**src/rtl/dsp_mult_post_acc.sv**
```systemverilog
// dsp_mult_post_acc: accumulates DSP products over a frame, then rounds, shifts and saturates the sum
// onto a valid/ready result port with saturation flag and beat count.
module dsp_mult_post_acc #(
    parameter int ACC_W = 48,
    parameter int OUT_W = 20,
    parameter int SHIFT = 8,
    parameter int CNT_W = 8
) (
    input  logic             clk,
    input  logic             lreset,
    input  logic [37:0]      z,
    input  logic             z_valid,
    input  logic             z_last,
    output logic             z_ready,
    input  logic             unsigned_z,
    output logic [OUT_W-1:0] res,
    output logic             res_valid,
    input  logic             res_ready,
    output logic             res_sat,
    output logic [CNT_W-1:0] res_cnt
);
    // One guard bit above the accumulator so the rounding add cannot wrap.
    localparam int EW = ACC_W + 1;
    localparam logic [EW-1:0] RND = (EW'(1) << SHIFT) >> 1;
    localparam logic signed [EW-1:0] SMAX = (EW'(1) << (OUT_W - 1)) - EW'(1);
    localparam logic signed [EW-1:0] SMIN = -SMAX - EW'(1);
    localparam logic [EW-1:0] UMAX = (EW'(1) << OUT_W) - EW'(1);

    logic [ACC_W-1:0] acc_q, acc_d, z_ext, sum;
    logic             first_q, first_d, mode_q, mode_d, mode_eff;
    logic [CNT_W-1:0] cnt_q, cnt_d, cnt_n, res_cnt_q, res_cnt_d;
    logic [OUT_W-1:0] res_q, res_d, fin;
    logic             res_valid_q, res_valid_d, res_sat_q, res_sat_d, fin_sat;
    logic [EW-1:0]    r_ext, r_sum, shu;
    logic signed [EW-1:0] shs;
    logic             hi_s, lo_s, hi_u, beat;

    assign z_ready   = !res_valid_q || res_ready;
    assign res       = res_q;
    assign res_valid = res_valid_q;
    assign res_sat   = res_sat_q;
    assign res_cnt   = res_cnt_q;

    always_comb begin
        beat     = z_valid && z_ready;
        mode_eff = first_q ? unsigned_z : mode_q;
        z_ext    = mode_eff ? ACC_W'(z) : ACC_W'($signed(z));
        sum      = (first_q ? '0 : acc_q) + z_ext;
        cnt_n    = first_q ? CNT_W'(1) : (&cnt_q ? cnt_q : cnt_q + CNT_W'(1));
        r_ext    = mode_eff ? EW'(sum) : EW'($signed(sum));
        r_sum    = r_ext + RND;
        shs      = $signed(r_sum) >>> SHIFT;
        shu      = r_sum >> SHIFT;
        hi_s     = shs > SMAX;
        lo_s     = shs < SMIN;
        hi_u     = shu > UMAX;
        fin      = mode_eff ? (hi_u ? UMAX[OUT_W-1:0] : shu[OUT_W-1:0])
                            : (hi_s ? SMAX[OUT_W-1:0] : lo_s ? SMIN[OUT_W-1:0] : shs[OUT_W-1:0]);
        fin_sat  = mode_eff ? hi_u : (hi_s || lo_s);
        acc_d       = beat ? (z_last ? '0 : sum) : acc_q;
        cnt_d       = beat ? (z_last ? '0 : cnt_n) : cnt_q;
        first_d     = beat ? z_last : first_q;
        mode_d      = (beat && first_q) ? unsigned_z : mode_q;
        res_valid_d = (beat && z_last) ? 1'b1 : (res_valid_q && !res_ready ? 1'b1 : 1'b0);
        res_d       = (beat && z_last) ? fin : res_q;
        res_sat_d   = (beat && z_last) ? fin_sat : res_sat_q;
        res_cnt_d   = (beat && z_last) ? cnt_n : res_cnt_q;
    end

    always_ff @(posedge clk or negedge lreset) begin
        if (!lreset) begin
            acc_q       <= '0;
            first_q     <= 1'b1;
            mode_q      <= 1'b0;
            cnt_q       <= '0;
            res_q       <= '0;
            res_valid_q <= 1'b0;
            res_sat_q   <= 1'b0;
            res_cnt_q   <= '0;
        end else begin
            acc_q       <= acc_d;
            first_q     <= first_d;
            mode_q      <= mode_d;
            cnt_q       <= cnt_d;
            res_q       <= res_d;
            res_valid_q <= res_valid_d;
            res_sat_q   <= res_sat_d;
            res_cnt_q   <= res_cnt_d;
        end
    end
endmodule

```
**config.mk**
```make
export PLATFORM = sky130hd
export DESIGN_NAME = dsp_mult_post_acc
export DESIGN_NICKNAME = d
export VERILOG_FILES = /design/src/rtl/dsp_mult_post_acc.sv
export SDC_FILE = /design/constraint.sdc
export NUM_CORES = 1
export LEC_CHECK = 0
export CORE_MARGIN = 3
export CORE_UTILIZATION = 25
export DETAILED_ROUTE_END_ITERATION = 7
export GPL_TIMING_DRIVEN = 0
export HOLD_SLACK_MARGIN = 0.15
export PLACE_DENSITY = 0.46
export SLEW_MARGIN = 20
export SYNTH_ARGS = -nofsm -noshare
export SYNTH_HDL_FRONTEND = slang
export SYNTH_SLANG_ARGS = --single-unit
```
**constraint.sdc**
```tcl
create_clock -name clk -period 15.85 [get_ports clk]
set_input_delay 1.585 -clock clk [delete_from_list [all_inputs] [get_ports clk]]
set_output_delay 1.585 -clock clk [all_outputs]
set_load 0.01 [all_outputs]
```
**Yosys cells after proc, flatten, opt, wreduce, memory -nomap -nowiden**

Index checks and enable logic that the tools add are counted.
W data, S select, Z words.

- Output and inout bits: 31
- Input bits: 44
- Register bits after elaboration: 88
- Logic and storage cells: 38

- Add/subtract/negate cells: 3
- Mux-type cells: 15
- Reduce and logical (&&, ||, !) cells: 9
- $lt $le $gt $ge: 3

Operators by type and width:

| cell | count |
|---|---|
| $mux W48 | 3 |
| $gt A41 B20 Y1 const B | 2 |
| $mux W20 | 4 |
| $add A49 B8 Y49 const B | 1 |
| $mux W49 | 1 |
| $add A48 B48 Y48 | 1 |
| $lt A41 B20 Y1 const B | 1 |
| $mux W8 | 3 |
| $add A8 B1 Y8 const B | 1 |
| $reduce_and A8 Y1 | 1 |
| $logic_and A1 B1 Y1 | 4 |
| $mux W1 | 4 |
| $logic_not A1 Y1 | 2 |
| $logic_or A1 B1 Y1 | 2 |

**Logic depth before layout (Yosys ltp)**

- Word-level depth: 9
- Gate-level depth with buffers: 24

**Least setup slack after synthesis**

No wires, ideal clock.

- Path type: input to register
- Start point: input unsigned_z
- End point: register res_q[16] (netlist: res[16])
- Required time: 15.724 ns
- Stages: 19
- Arrival: 5.738 ns
- Slack: 9.986 ns
- Path through: mux2i_1 > and2_1 > ha_1 > a2111o_1 > nand2b_1 > o211ai_1 > o21ai_0 > a221oi_1 > o21ai_0 > xor2_1 > and4_1 > nand4_2 > nor3_1 > xnor2_1 > nand4_1 > o21ai_1 > a211oi_4 > buf_6 > a221o_1

- Longest elaborated chain between the ends: 9

Ends and longest elaborated chain:

| what | line | source |
|---|---|---|
| from (decl) | 15 | `input logic unsigned_z,` |
| $mux W1 (*) | 46 | `mode_eff = first_q ? unsigned_z : mode_q;` |
| $mux W48 | 47 | `z_ext = mode_eff ? ACC_W'(z) : ACC_W'($signed(z));` |
| $add A48 B48 Y48 | 48 | `sum = (first_q ? '0 : acc_q) + z_ext;` |
| $mux W49 | 50 | `r_ext = mode_eff ? EW'(sum) : EW'($signed(sum));` |
| $add A49 B8 Y49 | 51 | `r_sum = r_ext + RND;` |
| $lt A41 B20 Y1 | 55 | `lo_s = shs < SMIN;` |
| $mux W20 (2 in a row) | 58 | `: (hi_s ? SMAX[OUT_W-1:0] : lo_s ? SMIN[OUT_W-1:0] : shs[OUT_W-1:0]);` |
| $mux W20 (*) | 57 | `fin = mode_eff ? (hi_u ? UMAX[OUT_W-1:0] : shu[OUT_W-1:0])` |
| to (signal assigned) | 85 | `res_q <= res_d;` |
| to (decl) | 32 | `logic [OUT_W-1:0] res_q, res_d, fin;` |

Mark *: on every way between the ends. The rest lies on a longest branch, timed or not.
A chain may end at the register's enable or synchronous reset.

**Worst setup path in the final report**

Same ends and word-level chain as after synthesis.

==> impl_metrics.json <==
{
  "outcome": "completed",
  "routed_len_inst_um": 19.49,
  "synth_top_area_cell": "sky130_fd_sc_hd__dfrtp_1",
  "critical_path_class": "in -> reg",
  "timing.critical_path.from": "unsigned_z",
  "multiInputGateArea_mm2": 0.006121,
  "post_synth_main_area_contributors": "sky130_fd_sc_hd__dfrtp_1 25%, sky130_fd_sc_hd__ha_1 7.1%, sky130_fd_sc_hd__nand2_1 5.0%",
  "post_cts_setup_repair_buffer_count": 0,
  "finalWorstPathRequiredPeriod_ps": 7065,
  "num_antenna_cells": 0,
  "worst_setup_path_end_kind": "flip-flop",
  "routed-via-count": 8335,
  "worst_hold_path.endpoint": "res_cnt[0]$_DFFE_PN0P_",
  "synth-edff-count": 0,
  "drt_first_iter_violations": 559,
  "synth_area_mm2": 0.008645,
  "fmax_ghz": 0.1415,
  "finalSetupViolCount": 0,
  "ys_seq_area_frac": 0.2549,
  "ys_types": 96,
  "worstRegToRegCells": 22,
  "flow.area_growth_from_synthesis_pct": 18.71,
  "asyncSetResetFlopFracSynth": 1.000,
  "total_leakage_power_uw": 0.004034,
  "rsz0062_at_grt": "no",
  "p_per_area_mw_per_mm2": 113.5,
  "gp_congestion": 0.8919,
  "timing.final.hold_violations": 0,
  "cts-resized-gates": 0,
  "dr.pass1.iters": 5,
  "clock_sinks": 88,
  "die_area_mm2": 0.03684,
  "drive_gt1_frac": 0.08852,
  "post-route-period-util": 0.4457,
  "worstHoldStart": "res_cnt[0]$_DFFE_PN0P_",
  "hp-class": "reg -> reg",
  "most_frequently_used_cell_type_in_the_post_synthesis_netlist": "sky130_fd_sc_hd__nand2_1",
  "clkLatencyLatePin_ps": 370,
  "final-max-slew-violation-count": 0,
  "global_route.usage.total": 0.1717,
  "chipWidth_um": 192.0,
  "grt_first_pass_wirelength_mm": 49.00,
  "final.fill_count": 3618,
  "synthesis.yosys.warnings": 0,
  "buffer_ports.inserted": 73,
  "grt_start_max_net_pins": 72,
  "synthFlopType": "sky130_fd_sc_hd__dfrtp_1",
  "grt_antenna_before_repair": 0,
  "synth_top_area_frac": 0.2518,
  "final_setup_skew_ps": 5.682,
  "synth_nets": 1145,
  "worst-path-max-fanout": 10,
  "synthCells": 1051,
  "first_global_vias": 8163,
  "drt.antenna.violating_nets": 0,
  "fin_util": 0.3038,
  "synth_top_cells_by_count": "115 x sky130_fd_sc_hd__nand2_1, 87 x sky130_fd_sc_hd__dfrtp_1, 70 x sky130_fd_sc_hd__a21oi_1",
  "r2r_slack_ps": 9120,
  "cts_buffer_depth": 2,
  "clk_root_buffer_cell": "sky130_fd_sc_hd__clkbuf_16",
  "globalRouteOverflowTotal": 0,
  "hold-path-cell-count": 2,
  "critPathLaunchType": "input port",
  "post_route_drc": 0,
  "cts_htree_levels": 3,
  "max_slew_margin": 0.3606,
  "clock_tree_from_tritoncts": "built",
  "routed_wl_mm": 30.97,
  "ioPinCount": 75,
  "num-nets-final": 1230,
  "worst_ep_arrival_time_ps": 7320,
  "vdd_ir_drop_max_uv": 53.70,
  "r2r_end": "res[16]$_DFFE_PN0P_",
  "detailedPlacementHpwl_mm": 24.79,
  "final_total_negative_setup_slack_ps": 0,
  "core_box_area_mm2": 0.03378,
  "floorplan.initialDensity": 0.2559,
  "ys_seq_elements": 88,
  "required_time_of_the_critical_path_ps": 16110,
  "critical_path.reg2reg.startpoint": "first_q$_DFFE_PN1P_",
  "worst_setup_hold_path_clk_slew_ps": 80,
  "row_count": 67,
  "cap_violations": 0,
  "die_h_um": 192.0,
  "timing_worst_slew_pin_value_ps": 951.8,
  "drt-vias-per-instance": 5.245,
  "cts.hold.buffers_added": 0,
  "register_area_mm2": 0.002203,
  "avgSynthCellArea_um2": 8.225,
  "cts-buffers-inserted": 9
}
critical path, stage by stage:
cell and delay (ps):
sky130_fd_sc_hd__clkdlybuf4s50_1 470, sky130_fd_sc_hd__mux2i_1 510, sky130_fd_sc_hd__and2_1 520, sky130_fd_sc_hd__ha_1 210
sky130_fd_sc_hd__clkbuf_1 300, sky130_fd_sc_hd__nand2_1 220, sky130_fd_sc_hd__or3_1 410, sky130_fd_sc_hd__a21o_1 170
sky130_fd_sc_hd__a31oi_1 450, sky130_fd_sc_hd__nor2_1 110, sky130_fd_sc_hd__xnor2_1 300, sky130_fd_sc_hd__and4_1 340
sky130_fd_sc_hd__nand4_2 200, sky130_fd_sc_hd__nor3_1 230, sky130_fd_sc_hd__xnor2_1 170, sky130_fd_sc_hd__nand4_1 210
sky130_fd_sc_hd__nor2_2 260, sky130_fd_sc_hd__a211oi_4 160, sky130_fd_sc_hd__buf_6 210, sky130_fd_sc_hd__a221o_1 260
cell type report:
class | count | area share
Buffer | 54 | 0.02609
Clock buffer | 9 | 0.02195
Clock inverter | 7 | 0.007071
Inverter | 14 | 0.005121
Multi-Input combinational cell | 895 | 0.5964
Sequential cell | 88 | 0.2147
Tap cell | 448 | 0.05462
Timing Repair Buffer | 74 | 0.07401
worst max-delay path by stage:
stage                          end  depth (start not counted)
2_1_floorplan  res[16]$_DFFE_PN0P_                         19
3_3_place_gp   res[17]$_DFFE_PN0P_                         20
3_5_place_dp    res[9]$_DFFE_PN0P_                         20
4_1_cts        res[16]$_DFFE_PN0P_                         20
5_1_grt        res[18]$_DFFE_PN0P_                         20
6_report       res[16]$_DFFE_PN0P_                         20
logic make-up after synthesis:
family                     share of synthesized area
and+or+nand+nor                               0.2814
AOI/OAI and AO/OA                             0.2805
DFF                                           0.2549
buffers and inverters                        0.03705
xor gates and xnor gates                     0.06079
adders and majority gates                    0.07324
muxes                                        0.01216
per-layer routing:
layer,track usage,up-vias,wire length [um]
li1,-,4109,-
met1,0.2548,4028,15650
met2,0.2700,179,13770
met3,0.01643,19,1186
met4,0.03443,0,365
met5,0,-,0
flip-flops by register name (all words and copies together) (netlist names):
signal and count:
acc_q 48, cnt_q 8, first_q 1, mode_q 1
res 20, res_cnt 8, res_sat 1, res_valid 1
layout by cell type, fill, tap and decap left out, types with 7 or more instances in the layout:
cell                              count
sky130_fd_sc_hd__nand2_1            115
sky130_fd_sc_hd__dfrtp_1             87
sky130_fd_sc_hd__clkdlybuf4s50_1     72
sky130_fd_sc_hd__a21oi_1             70
sky130_fd_sc_hd__nor2_1              66
sky130_fd_sc_hd__o21ai_0             61
sky130_fd_sc_hd__nor2b_1             52
sky130_fd_sc_hd__ha_1                49
sky130_fd_sc_hd__xnor2_1             40
sky130_fd_sc_hd__clkbuf_1            31
sky130_fd_sc_hd__nor3_1              31
sky130_fd_sc_hd__a22o_1              29
sky130_fd_sc_hd__nand3_1             27
sky130_fd_sc_hd__and2_1              25
sky130_fd_sc_hd__nand4_1             25
sky130_fd_sc_hd__a21o_1              21
sky130_fd_sc_hd__xor2_1              20
sky130_fd_sc_hd__a221o_1             20
sky130_fd_sc_hd__o21ai_1             15
sky130_fd_sc_hd__buf_2               14
sky130_fd_sc_hd__inv_1               14
sky130_fd_sc_hd__a211oi_1            13
sky130_fd_sc_hd__and4_1              12
sky130_fd_sc_hd__and3_1              11
sky130_fd_sc_hd__o31ai_1             11
sky130_fd_sc_hd__o21a_1              11
sky130_fd_sc_hd__or3_1               11
sky130_fd_sc_hd__o211ai_1            10
sky130_fd_sc_hd__a31oi_1              9
sky130_fd_sc_hd__nand2b_1             9
sky130_fd_sc_hd__clkbuf_16            9
sky130_fd_sc_hd__a211oi_2             7
sky130_fd_sc_hd__nor4_1               7
stage by stage:
step	setup slack, ps	cell area, um2	hold WS (ps)	total power [uW]	cells
floorplan	9986	8645	430.9	729.6	1051
global placement	8472	9936	449.9	930.6	1572
detailed placement	8501	9965	453.0	934.1	1573
CTS	8867	10260	471.6	1171	1589
global route	8261	10260	485.8	1256	1589
finish	8785	10260	467.6	1165	1589
power by group:
part / internal [uW] / leakage (uW) / total, uW / switching (uW)
registers: 274 / 0.00112 / 306 / 32.0
clock network: 112 / 0.000143 / 231 / 119
logic: 252 / 0.00277 / 628 / 376
Note: power is estimated with default switching activity, not from simulation.
==> variant (same settings) <==
Take the reset off `res_q` and load it in a clocked block of its own.
--- a/src/rtl/dsp_mult_post_acc.sv
+++ b/src/rtl/dsp_mult_post_acc.sv
@@ -73,7 +73,6 @@
             first_q     <= 1'b1;
             mode_q      <= 1'b0;
             cnt_q       <= '0;
-            res_q       <= '0;
             res_valid_q <= 1'b0;
             res_sat_q   <= 1'b0;
             res_cnt_q   <= '0;
@@ -82,11 +81,14 @@
             first_q     <= first_d;
             mode_q      <= mode_d;
             cnt_q       <= cnt_d;
-            res_q       <= res_d;
             res_valid_q <= res_valid_d;
             res_sat_q   <= res_sat_d;
             res_cnt_q   <= res_cnt_d;
         end
     end
+
+    always_ff @(posedge clk) begin
+        res_q <= res_d;
+    end
 endmodule
 
Behaviour: not the same (Yosys sat finds a counterexample within 4 cycles, from zero or initial values and one cycle with lreset low).
==> variant against the unedited design <==
Area after synthesis up 1.1%; critical path type unchanged; cell area increased by 0.99%; sequential power shrank 5%; routed wire length up 3.2%; total power is 1.7% higher; utilization rose by 0.15 points; worst setup slack lost 0.50 ns; fmax decreased by 6.7%; sequential cell count is the same.
==> variant: results (changes against the unedited design) <==
Worst Max-Slew Pin Slew = 0.998 ns (+0.0465 ns)
Tcrit/Tclk final = 0.478 (+0.0318)
Max Root-Sink Buffers = 2 (unchanged)
CTS-repair resized insts = 0 (unchanged)
initial DRC count = 654 (+17%)
Synth Area in XOR/XNOR = 0.0698 (+0.00896)
DRT Pass-1 Iters = 5 (unchanged)
final net count = 1,251 (+1.7%)
# diodes = 0 (unchanged)
worst-path fanout max = 10 (unchanged)
total wire length = 32,000 um (+3.2%)
Post-synth ARST share = 0.773 (-0.227)
Hold WC Path Type = reg2reg
GP Congestion = 0.897 (+0.53%)
Yosys warning total = 0 (unchanged)
vias per cell = 5.33 (+1.6%)
Reg clk slew, reported paths = 0.07 ns
TritonCTS Buffers = 9 (unchanged)
Netlist cell types = 93 (-3.1%)
Clock Skew = 0.00803 ns (+0.00234 ns)
post-synth top area share = 0.192 (-0.0599)
DR WL/cell = 19.9 um (+1.9%)
DP Wirelength = 25,600 um (+3.4%)
# placed instances = 1,594 (+1.3%)
Clock Latency Late Sink = 0.36 ns
Worst VDD drop = 0.0000492 V (-8.4%)
mux cell area share after synthesis = 0.0155 (+0.00331)
Global Route Usage Sum = 0.174 (+0.00237)
Biggest register = acc_q
Post-synth EDFFs = 20 (+20)
first-pass GRT wire length = 49,900 um (+1.9%)
top post-synthesis cells by count = 128 x nand2_1, 78 x nor2_1, 72 x a21oi_1, 67 x dfrtp_1, 57 x o21ai_0
setup repair bufs after CTS = 0 (unchanged)
Mapped Cells = 1,071 (+1.9%)
status = completed
largest net degree at the start of global routing = 37 (-49%)
CP arrival = 7.66 ns (+0.34 ns)
post-synthesis adder-cell area fraction = 0.0725 (-0.000766)
fraction of layout cells with a size suffix above 1 = 0.0878 (-0.000739)
H-tree Lvls = 3 (unchanged)
max FFs per register = 48 (unchanged)
port bufs = 74 (+1.4%)
vias in the first global route = 8,324 (+2.0%)
Area contributors post-synth = dfrtp_1 19%, ha_1 7.0%, edfxtp_1 6.9%
CTS root buffer = clkbuf_16
initial antenna violation count = 0 (unchanged)
Synth Area in Compound Gates = 0.273 (-0.00780)
post-synthesis sequential area ratio = 0.264 (+0.00879)
Post-Syn Nets = 1,165 (+1.7%)
Pleak = 3.98 nW (-1.3%)
[variant: cell count changes after synthesis, moves of 7 or more]
cell and change:
a221o_1 -19, edfxtp_1 +20, nand3_1 +8, o31ai_1 -8, and4_1 -11, o22ai_2 +10, o22ai_1 +8, o211ai_1 +8
or4_1 +8, nor2_1 +12, dfrtp_1 -20, nand2_1 +13, and2_1 -7
[variant: area by class of cell]
class / count / area (um2)
buffer: 54 / 254
timing repair buffer: 75 / 758
multi-input combinational: 914 / 6140
clock buffer: 13 / 250
sequential: 88 / 2300
inverter: 15 / 56.3
tap: 448 / 561
clock inverter: 3 / 43.8
fill: 3677 / 23600
[variant: critical path, stage by stage]
cell,delay (ns)
clkdlybuf4s50_1,0.44
mux2i_1,0.56
and2_1,0.54
ha_1,0.31
clkbuf_1,0.24
and4_1,0.26
a221o_1,0.36
a222oi_1,0.41
o211ai_1,0.26
a21oi_1,0.30
o21bai_1,0.10
a21oi_1,0.20
xor2_1,0.35
a21boi_0,0.33
and2_1,0.23
clkbuf_1,0.37
clkbuf_1,0.59
o22ai_2,0.18
[variant: power breakdown]
group          switching [mW]  internal [mW]  leakage, nW  total (mW)
logic                   0.426          0.239         2.78       0.665
clock network           0.101          0.127        0.144       0.228
registers              0.0177          0.274         1.06       0.291
[variant: per-stage QoR]
step	cell area (um2)	utilization	setup slack, ns	total power, mW
2_1_floorplan	8740	-	9.76	0.758
4_1_cts	10400	0.305	8.35	1.19
3_5_place_dp	10100	0.297	7.99	0.954
6_report	10400	0.305	8.28	1.18
3_3_place_gp	10000	0.296	8.00	0.953
5_1_grt	10400	0.305	7.81	1.27
[variant: metal layers]
metal  vias up  track usage  part of all wire
met1      4151        0.243              0.48
met3        28       0.0360             0.055
met5         -            0                 0
met4         0       0.0420             0.016
met2       216        0.275              0.45
li1       4184            -                 -
[variant: cell families (layout without fill, tap and decap cells)]
logic type / after synthesis / count (layout)
AND/OR/NAND/NOR: 454 / 454
XOR/XNOR: 67 / 67
AO/OA/AOI/OAI: 330 / 330
multiplexers: 13 / 13
adder cells (fa/ha/maj): 50 / 50
buffers and inverters: 69 / 160
flip-flops: 88 / 88
[variant: final timing paths]
check,to,cells after the start,start,slack (ns)
setup / recovery,res[15]$_DFFE_PP_,18,unsigned_z,8.28
min in group asynchronous,res_valid$_DFF_PN0_,1,lreset,1.19
max in group asynchronous,first_q$_DFFE_PN1P_,2,lreset,14.03
hold reg to reg,acc_q[25]$_DFFE_PN0P_,2,acc_q[25]$_DFFE_PN0P_,0.47
setup reg to reg,res[15]$_DFFE_PP_,20,first_q$_DFFE_PN1P_,8.47
hold / removal,acc_q[25]$_DFFE_PN0P_,2,acc_q[25]$_DFFE_PN0P_,0.47
